--- src/rtl/noc_pkg.sv ---
// Shared router definitions: port indices, the "no owner" select code and
// the output-port arbiter state encoding.
package noc_pkg;

    typedef enum logic [2:0] {
        LOCAL = 3'd0,
        NORTH = 3'd1,
        EAST  = 3'd2,
        SOUTH = 3'd3,
        WEST  = 3'd4
    } port_idx_t;

    localparam logic [2:0] SEL_NONE = 3'b111;

    typedef enum logic {
        ARB_IDLE   = 1'b0,
        ARB_LOCKED = 1'b1
    } arb_state_t;

endpackage

--- src/rtl/rr_pick.sv ---
// Combinational round-robin picker: first requester at or after ptr,
// scanning upward modulo NPORTS.
module rr_pick
    import noc_pkg::*;
#(
    parameter int unsigned NPORTS = 5
) (
    input  logic [NPORTS-1:0] req,
    input  logic [2:0]        ptr,
    output logic [NPORTS-1:0] win,
    output logic [2:0]        win_idx
);

    localparam logic [3:0] NP = 4'(NPORTS);

    logic [3:0] pos;
    logic       found;

    always_comb begin
        win     = '0;
        win_idx = SEL_NONE;
        found   = 1'b0;
        pos     = '0;
        for (int unsigned off = 0; off < NPORTS; off++) begin
            pos = {1'b0, ptr} + 4'(off);
            if (pos >= NP) begin
                pos = pos - NP;
            end
            if (!found && req[pos[2:0]]) begin
                found             = 1'b1;
                win[pos[2:0]]     = 1'b1;
                win_idx           = pos[2:0];
            end
        end
    end

endmodule

--- src/rtl/outport_arb.sv ---
// Wormhole output-port arbiter: a round-robin winner owns the port until
// its tail flit transfers; the output flit is muxed from the owner's input.
module outport_arb
    import noc_pkg::*;
#(
    parameter int unsigned NPORTS = 5,
    parameter int unsigned FLIT_W = 8
) (
    input  logic                     clk,
    input  logic                     reset,
    input  logic [NPORTS-1:0]        req,
    input  logic [NPORTS-1:0]        tail,
    input  logic [NPORTS*FLIT_W-1:0] in_data,
    input  logic                     out_ready,
    output logic [NPORTS-1:0]        grant,
    output logic [2:0]               sel,
    output logic                     out_valid,
    output logic [FLIT_W-1:0]        out_data,
    output logic [NPORTS-1:0]        pop
);

    arb_state_t        state;
    logic [2:0]        ptr;
    logic [NPORTS-1:0] win;
    logic [2:0]        win_idx;
    logic              xfer;
    logic              owner_tail;

    rr_pick #(.NPORTS(NPORTS)) u_pick (
        .req     (req),
        .ptr     (ptr),
        .win     (win),
        .win_idx (win_idx)
    );

    // grant is zero when free, so masking by grant also forces idle outputs low.
    always_comb begin
        out_valid  = |(req & grant);
        owner_tail = |(tail & grant);
        xfer       = out_valid & out_ready;
        pop        = xfer ? grant : '0;
        out_data   = '0;
        for (int unsigned i = 0; i < NPORTS; i++) begin
            if (grant[i]) begin
                out_data = in_data[i*FLIT_W +: FLIT_W];
            end
        end
    end

    always_ff @(posedge clk or negedge reset) begin
        if (!reset) begin
            state <= ARB_IDLE;
            grant <= '0;
            sel   <= SEL_NONE;
            ptr   <= LOCAL;
        end else begin
            case (state)
                ARB_IDLE: begin
                    if (|req) begin
                        state <= ARB_LOCKED;
                        grant <= win;
                        sel   <= win_idx;
                    end
                end
                ARB_LOCKED: begin
                    if (xfer && owner_tail) begin
                        state <= ARB_IDLE;
                        grant <= '0;
                        sel   <= SEL_NONE;
                        ptr   <= (sel == 3'(NPORTS - 1)) ? LOCAL : sel + 3'd1;
                    end
                end
                default: begin
                    state <= ARB_IDLE;
                    grant <= '0;
                    sel   <= SEL_NONE;
                end
            endcase
        end
    end

endmodule

--- config.mk ---
export PLATFORM = sky130hd
export DESIGN_NAME = outport_arb
export DESIGN_NICKNAME = d
export VERILOG_FILES = /design/src/rtl/noc_pkg.sv /design/src/rtl/rr_pick.sv /design/src/rtl/outport_arb.sv
export SDC_FILE = /design/constraint.sdc
export NUM_CORES = 1
export LEC_CHECK = 0
export CAP_MARGIN = 20
export CORE_UTILIZATION = 38
export DETAILED_ROUTE_END_ITERATION = 7
export DONT_BUFFER_PORTS = 1
export PLACE_DENSITY = 0.62
export SLEW_MARGIN = 10
export SYNTH_ARGS = -nofsm -noshare
export SYNTH_HDL_FRONTEND = slang
export SYNTH_SLANG_ARGS = --single-unit
--- constraint.sdc ---
create_clock -name clk -period 9 [get_ports clk]
set_input_delay 1.8 -clock clk [delete_from_list [all_inputs] [get_ports clk]]
set_output_delay 1.8 -clock clk [all_outputs]
set_load 0.005 [all_outputs]
==> results of run 1 <==
[worst reg2reg max path: stages (launching register included)]
cell	delay, ns
dfrtp_1	0.77
inv_1	0.27
ha_1	0.74
inv_1	0.25
mux2i_1	0.55
mux2i_1	0.41
o211ai_4	0.15
o211ai_2	0.15
a21oi_1	0.11
a2111oi_0	0.70
a21oi_1	0.17
[cells in the mapped netlist (all sizes together) (2+ instances only)]
| cell type | instances | area [um2] |
|---|---|---|
| a21oi | 39 | 214.0 |
| nor2 | 37 | 146.4 |
| nand2 | 28 | 105.1 |
| o21ai | 21 | 105.1 |
| inv | 16 | 60.05 |
| clkbuf | 15 | 106.4 |
| a22oi | 12 | 90.09 |
| ha | 11 | 137.6 |
| mux2i | 11 | 113.9 |
| dfrtp | 9 | 225.2 |
| nand3 | 8 | 40.04 |
| nor3 | 8 | 40.04 |
| and3 | 6 | 38.79 |
| a31oi | 5 | 31.28 |
| and2 | 5 | 31.28 |
| buf | 5 | 46.29 |
| o211ai | 5 | 56.30 |
| xnor2 | 5 | 43.79 |
| nand2b | 4 | 25.02 |
| nor2b | 4 | 25.02 |
| or2 | 4 | 25.03 |
| or3 | 4 | 31.28 |
| a21o | 3 | 22.52 |
| a32oi | 3 | 45.05 |
| dfstp | 3 | 78.83 |
| o211a | 3 | 30.03 |
| o22ai | 3 | 18.77 |
| or4 | 3 | 26.27 |
| a2111o | 2 | 22.52 |
| a211o | 2 | 17.52 |
| a211oi | 2 | 15.01 |
| a21boi | 2 | 15.02 |
| a222oi | 2 | 20.02 |
| mux2 | 2 | 22.52 |
| mux4 | 2 | 45.04 |
| nor3b | 2 | 15.01 |
| nor4b | 2 | 17.52 |
| o221ai | 2 | 17.52 |
| o2bb2ai | 2 | 17.52 |
[routing by layer]
metal	global-route usage, %	wire length (um)
met1	28.02	3068
met2	32.02	3088
met3	3.933	506
met4	4.107	63
met5	0	0
[cell type report]
type | instances | area [um2]
clock buffer | 4 | 55.05
multi-input combinational | 274 | 1867
sequential | 12 | 304.0
fill | 653 | 3596
inverter | 16 | 60.06
timing repair buffer | 2 | 15.01
tap | 75 | 93.84
[registers in the layout, indices dropped and copies added, names as in the netlist]
name   cells
ptr        3
state      1
sel        3
grant      5
[where the power goes]
| group | leakage (nW) | total [mW] | internal [mW] | switching, mW |
|---|---|---|---|---|
| Clock | 0.0288 | 0.0582 | 0.0386 | 0.0195 |
| Sequential | 0.145 | 0.150 | 0.0803 | 0.0695 |
| Combinational | 0.807 | 1.04 | 0.407 | 0.632 |
[through the flow]
stage                     power (mW)  utilization (%)  area (um2)  std cells  setup WS (ns)
after floorplan                1.002                -        2384        322          4.720
after global placement         1.158            39.06        2340        379          4.635
after detailed placement       1.168            39.06        2340        379          4.630
after CTS                      1.230            39.97        2395        383          4.630
after global routing           1.375            39.97        2395        383          4.233
final                          1.247            39.97        2395        383          4.567
[cells by family (layout without fill, tap and decap cells)]
family | count (synthesis) | in the layout | synth area share [%]
fa+ha+maj | 12 | 12 | 6.614
flops | 12 | 12 | 12.76
buf+inv | 36 | 22 | 8.924
xor+xnor | 6 | 6 | 2.520
compound gates | 118 | 118 | 35.07
simple gates | 123 | 123 | 26.51
mux | 15 | 15 | 7.611
[path summary, 6_finish.rpt]
| kind | startpoint | slack, ns | end |
|---|---|---|---|
| max reg2reg | ptr[1] | 4.57 | grant[0] |
| max in group asynchronous | reset | 7.58 | sel[0] |
| min in group asynchronous | reset | 1.25 | ptr[0] |
| min reg2reg | state | 0.59 | state |
| max | ptr[1] | 4.57 | grant[0] |
| min | state | 0.59 | state |
==> flow_summary.ini, run 1 <==
[timing]
period_needed_ns = 4.433
setup_viol = 0
max_freq_mhz = 225.6
tightestPinTransition_ns = 0.9062
holdWs_ns = 0.5851
rsz0062_at_grt = no
report.final.slew_viol_count = 0
fin_crit_sh_pct = 49.25
skew_ns = 0.002188
finalHoldViolations = 0
slew-limit-headroom_pct = 39.59
tns_ns = 0

[yosys]
ys_async_sr_fraction_pct = 100.0
synthFlopType = dfrtp_1
postSynthNetCount = 387
yosys_warnings = 0
synth.distinct_cells = 77
ys_seq_elements = 12
synthCells = 322
syn_area_um2 = 2384
seq_area_frac_synth_pct = 12.76
synth_edf_count = 0
synth.avg_cell_area_um2 = 7.402

[routing]
drt_wl_total_um = 6727
firstDrtPassIters = 7
ant_nets = 0
vias = 2336
drt_iter0_drc = 256
wl_per_cell_um = 17.56
via_per_inst = 6.099
drc = 0

[global_routing]
grt_overflow = 0
grt_pass1_vias = 2090
grt_max_degree = 22
track_usage_pct = 20.14
grt_pass1_wl_um = 10350
antenna_found_initial = 0

[floorplanning]
die_h_um = 81.20
rows = 28
io_pins = 75
initial_core_util_pct = 39.79
die_area_um2 = 6593
core_area_um2 = 5991
die_w_um = 81.20

[clocking]
clkTransAtPathRegs_ns = 0.05
ctsHoldBuffers = 0
cts_buffers = 3
cts_resized = 0
cts_sinks = 12
post_cts_buffers = 0
clk_path_buf_depth = 2
htreeDepth = 1
root_buffer = clkbuf_8
cts_tree = done
insertion_delay_ns = 0.24

[worst_setup_path]
r2r_cells = 10
crit_type = flop to flop
critPathRequiredTime_ns = 9.07
crit_path_top_delay_cell = dfrtp_1
crit_buf_inv = 2
cp.arrival_ns = 4.50
cp-start-kind = flop
cp.depth = 10
critPathMaxFanout = 17
crit_family = compound AO/OA/AOI/OAI gates
endpoint_kind = flop
crit_chain = inv_1 -> ha_1 -> inv_1 -> mux2i_1 -> mux2i_1 -> o211ai_4 -> o211ai_2 -> a21oi_1 -> a2111oi_0 -> a21oi_1
cpPeakStageDelay_ns = 0.77

[cells_and_area]
nets = 374
drive_gt1_share_pct = 12.01
n_antenna_cell = 0
final_cell_mix = nor2_1, a21oi_1, nand2_1, o21ai_0, inv_1
area_delta_synth_final_pct = 0.4726

[worst_hold_path]
hp-class = flop to flop
min_path_cells = 2

[status]
status = finished, final reports clean

[placed_design]
finalWeightedCongestion = 0.9249
hpwl_um = 5107
io_buffers = 0

[job]
cap_violations = 0

[power]
vdd_ir_drop_max_mv = 0.1946
leakage_nw = 0.9812
p_per_area_nw_per_um2 = 520.5
(Power assumes the default switching activity.)
==> run 2, diff against run 1 <==
--- a/config.mk
+++ b/config.mk
@@ -9,7 +9,7 @@
 export CORE_UTILIZATION = 38
 export DETAILED_ROUTE_END_ITERATION = 7
 export DONT_BUFFER_PORTS = 1
-export PLACE_DENSITY = 0.62
+export PLACE_DENSITY = 0.64
 export SLEW_MARGIN = 10
 export SYNTH_ARGS = -nofsm -noshare
 export SYNTH_HDL_FRONTEND = slang
==> constraint.sdc (replaced) <==
create_clock -name clk -period 3.7 [get_ports clk]
set_input_delay 0.74 -clock clk [delete_from_list [all_inputs] [get_ports clk]]
set_output_delay 0.74 -clock clk [all_outputs]
set_load 0.005 [all_outputs]
==> flow_summary.ini, run 2 (synthesis results as in run 1) <==
[status]
status = finished, final reports clean

[cells_and_area]
biggestRegsByFlops = grant (5), ptr (3), sel (3)
area_delta_synth_final_pct = 3.307
n_antenna_cell = 0
nets = 383
stdcell_count = 392
drive_gt1_share_pct = 14.51
n_fill_cell = 627
top_register = grant
largest_register_ffs = 5
final_cell_mix = nor2_1, a21oi_1, nand2_1, o21ai_0, inv_1

[clocking]
ctsHoldBuffers = 0
htreeDepth = 1
post_cts_buffers = 0
cts_sinks = 12
clk_path_buf_depth = 2
cts_tree = done
root_buffer = clkbuf_8
clkTransAtPathRegs_ns = 0.06
insertion_delay_ns = 0.25
cts_resized = 0
cts_buffers = 3

[global_routing]
grt_pass1_wl_um = 10630
track_usage_pct = 20.93
antenna_found_initial = 0
grt_max_degree = 22
grt_overflow = 0
grt_pass1_vias = 2152

[placed_design]
place_ws_ns = 0.3353
hpwl_um = 5396
io_buffers = 0
finalWeightedCongestion = 0.9646
post-place-cells = 388

[timing]
tns_ns = 0
setup_viol = 0
setup_slack_ns = 0.2750
tightestPinTransition_ns = 0.6657
skew_ns = 0.003154
report.final.slew_viol_count = 0
slew-limit-headroom_pct = 55.62
max_freq_mhz = 292.0
finalHoldViolations = 0
fin_crit_sh_pct = 92.57
period_needed_ns = 3.425
rsz0062_at_grt = no

[routing]
vias = 2506
drc = 0
ant_nets = 0
drt_wl_total_um = 6939
wl_per_cell_um = 17.70
firstDrtPassIters = 5
drt_iter0_drc = 188
via_per_inst = 6.393

[floorplanning]
core_area_um2 = 5991
die_area_um2 = 6593
rows = 28
initial_core_util_pct = 39.79
die_h_um = 81.20
die_w_um = 81.20
io_pins = 75

[power]
vdd_ir_drop_max_mv = 0.6344
leakage_nw = 1.025
p_per_area_nw_per_um2 = 1277

[worst_setup_path]
cp.arrival_ns = 3.60
critPathMaxFanout = 10
endpoint_kind = flop
crit_type = flop to flop
cp-start-kind = flop
critPathRequiredTime_ns = 3.87

[job]
cap_violations = 0

[worst_hold_path]
hp-class = input pin to async pin
## run 2: cell count changes in the layout (fill, tap and decap cells not counted)
cell,previous run,this run
buf_4,2,11
## run 2: through the flow
step           util (%)  total power, mW  hold WS [ns]  cell area, um2
3_3_place_gp      40.18            2.925        0.4448            2407
4_1_cts           41.10            3.115        0.1805            2462
3_5_place_dp      40.18            2.951        0.4449            2407
5_1_grt           41.10            3.439        0.1706            2462
2_1_floorplan         -            2.437        0.4444            2384
6_report          41.10            3.146        0.1790            2462
## run 2: path summary, 6_finish.rpt
path                            slack (ns)    from       end  depth (start not counted)
worst max-delay path                  0.28  ptr[1]  grant[0]                         10
worst min-delay path                  0.18   reset  grant[2]                          0
worst max register to register        0.28  ptr[1]  grant[0]                         10
worst min register to register        0.52  ptr[2]    ptr[2]                          2
max in group asynchronous             3.35   reset    sel[2]                          0
min in group clk                      0.52  ptr[2]    ptr[2]                          2
## run 2: layout make-up
cell class / instances / area [um2] / share of cell area, %
Clock buffer: 4 / 55.05 / 2.236
Timing Repair Buffer: 11 / 82.58 / 3.354
Inverter: 16 / 60.06 / 2.439
Multi-Input combinational cell: 274 / 1867 / 75.81
Tap cell: 75 / 93.84 / 3.811
Sequential cell: 12 / 304.0 / 12.35
## run 2: report_power, final
part	total [mW]	switching (mW)	internal [mW]
clock network	0.151	0.0567	0.0944
logic	2.66	1.58	1.08
registers	0.330	0.133	0.196
total	3.15	1.77	1.37
## run 2: routing by layer
layer | share of wire (%) | global-route usage, %
met5 | 0 | 0
met4 | 3.1 | 8.036
met3 | 6.8 | 3.146
met2 | 48 | 33.53
met1 | 42 | 28.08
## run 2: worst max-delay path: stages (launching register included)
cell and delay (ns):
dfrtp_1 0.47, inv_1 0.19, ha_1 0.52, inv_1 0.17
o211a_1 0.16, a2111o_1 0.44, a32oi_4 0.33, nor2_4 0.11
or3_4 0.37, or4_1 0.40, a21oi_1 0.17
==> run 3, diff against run 2 <==
--- a/config.mk
+++ b/config.mk
@@ -5,6 +5,7 @@
 export SDC_FILE = /design/constraint.sdc
 export NUM_CORES = 1
 export LEC_CHECK = 0
+export ABC_CLOCK_PERIOD_IN_PS = 3700
 export CAP_MARGIN = 20
 export CORE_UTILIZATION = 38
 export DETAILED_ROUTE_END_ITERATION = 7
==> results of run 3 <==
Final layout, timing and power as in run 2 (identical DEF).
